**src/rtl/perf_counter_arbiter.sv**
```systemverilog
// Round-robin owner of one shared performance counter: grant, clear, run, capture, report.
// Define PERF_ARB_WATCHDOG_EN to build the RUN watchdog (TIMEOUT_CYCLES); otherwise res_timeout is 0.
module perf_counter_arbiter #(
  parameter int NUM_REQ        = 4,
  parameter int CNT_WIDTH      = 64,
  parameter int ID_W           = $clog2(NUM_REQ),
  parameter int TIMEOUT_CYCLES = 1000000
) (
  input  logic                 aclk,
  input  logic                 aresetn,
  input  logic [NUM_REQ-1:0]   req,
  input  logic [NUM_REQ-1:0]   stop,
  output logic [NUM_REQ-1:0]   gnt,
  output logic                 cnt_clr,
  output logic                 cnt_en,
  input  logic [CNT_WIDTH-1:0] cnt_q,
  output logic                 res_valid,
  input  logic                 res_ready,
  output logic [CNT_WIDTH-1:0] res_data,
  output logic [ID_W-1:0]      res_id,
  output logic                 res_timeout,
  output logic                 busy
);

  typedef enum logic [2:0] {
    S_IDLE,
    S_CLEAR,
    S_RUN,
    S_HOLD,
    S_RESULT
  } state_t;

  state_t               state_reg, state_next;
  logic [NUM_REQ-1:0]   gnt_reg;
  logic [ID_W-1:0]      last_reg;
  logic [CNT_WIDTH-1:0] res_data_reg;
  logic [ID_W-1:0]      res_id_reg;
  logic                 res_timeout_reg;

  logic                 win_found;
  logic [ID_W-1:0]      win_idx;
  logic [ID_W:0]        cand;
  logic [NUM_REQ-1:0]   win_onehot;
  logic                 owner_req;
  logic                 owner_stop;
  logic                 wd_hit;
  logic                 timeout_flag;

  // Scan from last+1 upward, wrapping, so the previous owner is considered last.
  always_comb begin
    win_found = 1'b0;
    win_idx   = last_reg;
    cand      = '0;
    for (int k = 0; k < NUM_REQ; k++) begin
      cand = {1'b0, last_reg} + (ID_W+1)'(k + 1);
      if (cand >= (ID_W+1)'(NUM_REQ)) begin
        cand = cand - (ID_W+1)'(NUM_REQ);
      end
      if (!win_found && req[cand[ID_W-1:0]]) begin
        win_found = 1'b1;
        win_idx   = cand[ID_W-1:0];
      end
    end
  end

  generate
    for (genvar gi = 0; gi < NUM_REQ; gi++) begin : g_onehot
      assign win_onehot[gi] = (win_idx == ID_W'(gi));
    end
  endgenerate

  assign owner_req  = |(req & gnt_reg);
  assign owner_stop = |(stop & gnt_reg);

`ifdef PERF_ARB_WATCHDOG_EN
  localparam int WD_W = $clog2(TIMEOUT_CYCLES + 1);
  logic [WD_W-1:0] run_cnt_reg;
  logic            timeout_flag_reg;

  // run_cnt_reg holds the 1-based index of the current RUN cycle.
  assign wd_hit       = (run_cnt_reg == WD_W'(TIMEOUT_CYCLES));
  assign timeout_flag = timeout_flag_reg;

  always_ff @(posedge aclk or negedge aresetn) begin
    if (!aresetn) begin
      run_cnt_reg      <= '0;
      timeout_flag_reg <= 1'b0;
    end else if (state_reg == S_CLEAR) begin
      run_cnt_reg      <= WD_W'(1);
      timeout_flag_reg <= 1'b0;
    end else if (state_reg == S_RUN) begin
      run_cnt_reg      <= run_cnt_reg + 1'b1;
      timeout_flag_reg <= wd_hit && !owner_stop;
    end
  end
`else
  logic unused_cfg;
  assign unused_cfg   = (TIMEOUT_CYCLES > 0);
  assign wd_hit       = 1'b0;
  assign timeout_flag = 1'b0;
`endif

  always_ff @(posedge aclk or negedge aresetn) begin
    if (!aresetn) begin
      state_reg <= S_IDLE;
    end else begin
      state_reg <= state_next;
    end
  end

  // Control outputs are pure decodes of state_reg.
  always_comb begin
    state_next = state_reg;
    cnt_clr    = 1'b0;
    cnt_en     = 1'b0;
    res_valid  = 1'b0;
    busy       = 1'b1;
    case (state_reg)
      S_IDLE: begin
        busy = 1'b0;
        if (win_found) state_next = S_CLEAR;
      end
      S_CLEAR: begin
        cnt_clr    = 1'b1;
        state_next = S_RUN;
      end
      S_RUN: begin
        cnt_en = 1'b1;
        if (!owner_req) begin
          state_next = S_IDLE;
        end else if (owner_stop || wd_hit) begin
          state_next = S_HOLD;
        end
      end
      S_HOLD: begin
        state_next = S_RESULT;
      end
      S_RESULT: begin
        res_valid = 1'b1;
        if (res_ready) state_next = S_IDLE;
      end
      default: begin
        busy       = 1'b0;
        state_next = S_IDLE;
      end
    endcase
  end

  always_ff @(posedge aclk or negedge aresetn) begin
    if (!aresetn) begin
      gnt_reg         <= '0;
      last_reg        <= ID_W'(NUM_REQ - 1);
      res_data_reg    <= '0;
      res_id_reg      <= '0;
      res_timeout_reg <= 1'b0;
    end else begin
      case (state_reg)
        S_IDLE: begin
          if (win_found) begin
            gnt_reg  <= win_onehot;
            last_reg <= win_idx;
          end
        end
        S_RUN: begin
          if (!owner_req) gnt_reg <= '0;
        end
        S_HOLD: begin
          res_data_reg    <= cnt_q;
          res_id_reg      <= last_reg;
          res_timeout_reg <= timeout_flag;
        end
        S_RESULT: begin
          if (res_ready) gnt_reg <= '0;
        end
        default: ;
      endcase
    end
  end

  assign gnt         = gnt_reg;
  assign res_data    = res_data_reg;
  assign res_id      = res_id_reg;
  assign res_timeout = res_timeout_reg;

endmodule

```
**config.mk**
```make
export PLATFORM = sky130hd
export DESIGN_NAME = perf_counter_arbiter
export DESIGN_NICKNAME = d
export VERILOG_FILES = /design/src/rtl/perf_counter_arbiter.sv
export SDC_FILE = /design/constraint.sdc
export NUM_CORES = 1
export LEC_CHECK = 0
export BUFFER_PORTS_ARGS = -buffer_cell sky130_fd_sc_hd__buf_2
export CORE_ASPECT_RATIO = 0.75
export CORE_MARGIN = 4
export CORE_UTILIZATION = 43
export CTS_BUF_LIST = sky130_fd_sc_hd__clkbuf_2 sky130_fd_sc_hd__clkbuf_4 sky130_fd_sc_hd__clkbuf_8
export CTS_CLUSTER_DIAMETER = 40
export DETAILED_ROUTE_END_ITERATION = 10
export GPL_TIMING_DRIVEN = 0
export PLACE_DENSITY_LB_ADDON = 0.05
export SLEW_MARGIN = 15
export SYNTH_ARGS = -nofsm -noshare
export SYNTH_HDL_FRONTEND = slang
export SYNTH_SLANG_ARGS = --single-unit
```
**constraint.sdc**
```tcl
create_clock -name aclk -period 1.5 [get_ports aclk]
set_clock_uncertainty 0.05 [all_clocks]
set_input_delay 0.3 -clock aclk [delete_from_list [all_inputs] [get_ports aclk]]
set_output_delay 0.3 -clock aclk [all_outputs]
set_load 0.02 [all_outputs]
```
==> impl_metrics.ini <==
[clock_tree]
cts.clk_slew.worst_paths_ps = 70
htree_levels = 3
cts_buffer_depth = 2
clock_latency_ps = 330
cts.sinks = 75
cts_inserted_buffers = 9
cts_tree = yes
root_buffer = clkbuf_8

[logic_synthesis]
syn_area_mm2 = 0.00304
synth-simple-area-share_pct = 4.32
syn_area_per_cell_um2 = 14.5
yosysWarnings = 0
synthAdderAreaFrac_pct = 0
synth-compound-area-share_pct = 6.78
ys.flop_type = dfrtp_1
async_flop_share_pct = 100
yosys.cell_types.count = 33
syn-num-nets = 285
syn_inst = 210
synthXorXnorAreaFrac_pct = 0.575
synth_mux_area_share_pct = 24.0
synth_top_family_by_area = multiplexers
seq_area_frac_synth_pct = 61.7
synth-edff-count = 0
synth_seq_cells = 75

[worst_setup_path]
endpoint_kind = primary output
r2r_start = state_reg[1]
start_kind = flop
worst_path_largest_cell_delay_ps = 490
crit_path_top_delay_cell = dfrtp_2
path_delay_family = flip-flops
worst-path-buf-inv = 2
critPathMaxFanout = 7
worst-endpoint-required_ps = 1150
r2r_setup_slack_ps = -60
critPathKind = flop to primary output
rr_endpoint = gnt[3]
worst_r2r_path_depth = 5
worstPathCellList = inv_4 > and3_4 > buf_6
cp.arrival_ps = 1230

[sta]
finalSetupTns_ps = -1100
hold_viol = 0
post-route-period-util_pct = 105
post-route-min-period_ps = 1580
whs_ps = 128
setup_viol = 29
clock.fmax_ghz = 0.632
slew_violations = 0
rsz0062_at_grt = true
fin_ws_ps = -82.1

[drt]
dr.pass1.iters = 4
drc = 0
ant_nets = 0
drt_iter0_markers = 54
wl_per_cell_um = 15.2
vias_per_cell = 4.91
drt-total-wl_mm = 7.07
vias = 2290

[layout]
final_layout_size_suffix_gt1_share_pct = 69.4
fin_util_pct = 62.7
final_common_cell = buf_2
diodes = 0
area_growth_pct = 40.7
fillers = 564
regArea_mm2 = 0.00188
fin_nets = 453
final_cell_mix = buf_2, dfrtp_1, mux2_2
multiInputGateArea_mm2 = 0.00114
largest_reg_flops = 64
stdcell_count = 466

[run]
cap_viol_max_count = 0

[min_path]
holdCritStartpoint = res_ready
min_path_type = input port to flop
hold_end = state_reg[2]
hold_depth = 2

[outcome]
violations = setup timing
outcome = finished with violations

[placement]
preCtsSetupSlack_ps = -215
detailed_place_hpwl_mm = 5.46
port_buffers = 148
gp_congestion = 0.781
dp_cells = 443

[die]
dieWidth_um = 105
row_count = 26
io_pins = 150
dieArea_mm2 = 0.00850
chipHeight_um = 80.9
core_mm2 = 0.00683
start_util_pct = 44.6

[pwr]
irDropWorstVdd_v = 0.00125
powerDensity_mw_per_mm2 = 2390
power.leakage_nw = 2.12

[grt]
antenna_found_initial = 0
grt_overflow = 0
grtUsageTotal_pct = 17.1
grt_max_degree = 42
grt_pass1_vias = 2254
grt_pass1_wl_mm = 11.4
-- timing repair --
action	CTS	global route
pin swaps	2	3
hold endpoints to repair	32	0
setup buffers	7	1
setup endpoints to repair	61	36
resized for setup	28	7
hold buffers	1	0
-- cell type report --
class / instances / share of cell area (%)
sequential: 75 / 43.9
buffer: 9 / 2.10
clock inverter: 5 / 1.26
multi-input combinational: 120 / 26.5
clock buffer: 10 / 3.21
inverter: 5 / 0.555
tap: 84 / 2.45
timing repair buffer: 158 / 20.0
-- how the worst max path moves through the flow --
stage                       from           end  slack, ps  cells after the start
floorplan           state_reg[2]  res_data[53]          2                      6
global placement         aresetn  res_data[26]       -430                      1
detailed placement  state_reg[2]   res_data[4]       -210                      6
CTS                 state_reg[1]          busy       -120                      4
global route        state_reg[1]          busy       -160                      4
finish              state_reg[2]        cnt_en        -80                      3
-- routing by layer --
layer / GRT usage, % / vias up / wire, µm
li1: - / 1091 / -
met1: 22.5 / 1088 / 3200
met2: 25.6 / 97 / 3120
met3: 7.23 / 14 / 626
met4: 6.16 / 0 / 127
met5: 0 / - / 0
-- metrics by stage --
stage	cell area (µm²)	total power (W)
2_1_floorplan	3050	0.00678
5_1_grt	4280	0.0109
3_3_place_gp	3890	0.00831
6_report	4280	0.0102
3_5_place_dp	3920	0.00843
4_1_cts	4250	0.0103
-- kinds of logic after synthesis --
family / Yosys count
simple gates: 24
flops: 75
mux: 65
other cells: 1
buf+inv: 15
xor+xnor: 2
compound gates: 28
-- synth_stat cells (all sizes together) (2+ instances only) --
cell | n | share of area (%)
nor2b | 3 | 0.62
a21o | 2 | 0.49
mux2 | 65 | 24
dfstp | 2 | 1.7
nand3 | 2 | 0.49
nor3 | 3 | 0.49
inv | 5 | 0.62
o21ai | 10 | 1.6
o31ai | 4 | 0.99
buf | 10 | 1.8
nand2b | 2 | 0.41
nor2 | 3 | 0.37
or2 | 2 | 0.49
a221o | 2 | 0.66
a22oi | 4 | 0.99
nand2 | 7 | 0.86
dfrtp | 73 | 60
-- report_power, final --
group | total, W | switching (W) | internal [W]
clock | 0.00149 | 0.000692 | 0.000799
sequential | 0.00362 | 0.000541 | 0.00308
combinational | 0.00513 | 0.00282 | 0.00231
total | 0.0102 | 0.00405 | 0.00619
-- worst reg2reg max path, stage by stage (launching register included) --
cell     delay (ps)
dfrtp_1         370
buf_6           140
buf_4           140
xor2_1          150
a221o_1         420
o31ai_1         210
(Power assumes the default switching activity.)
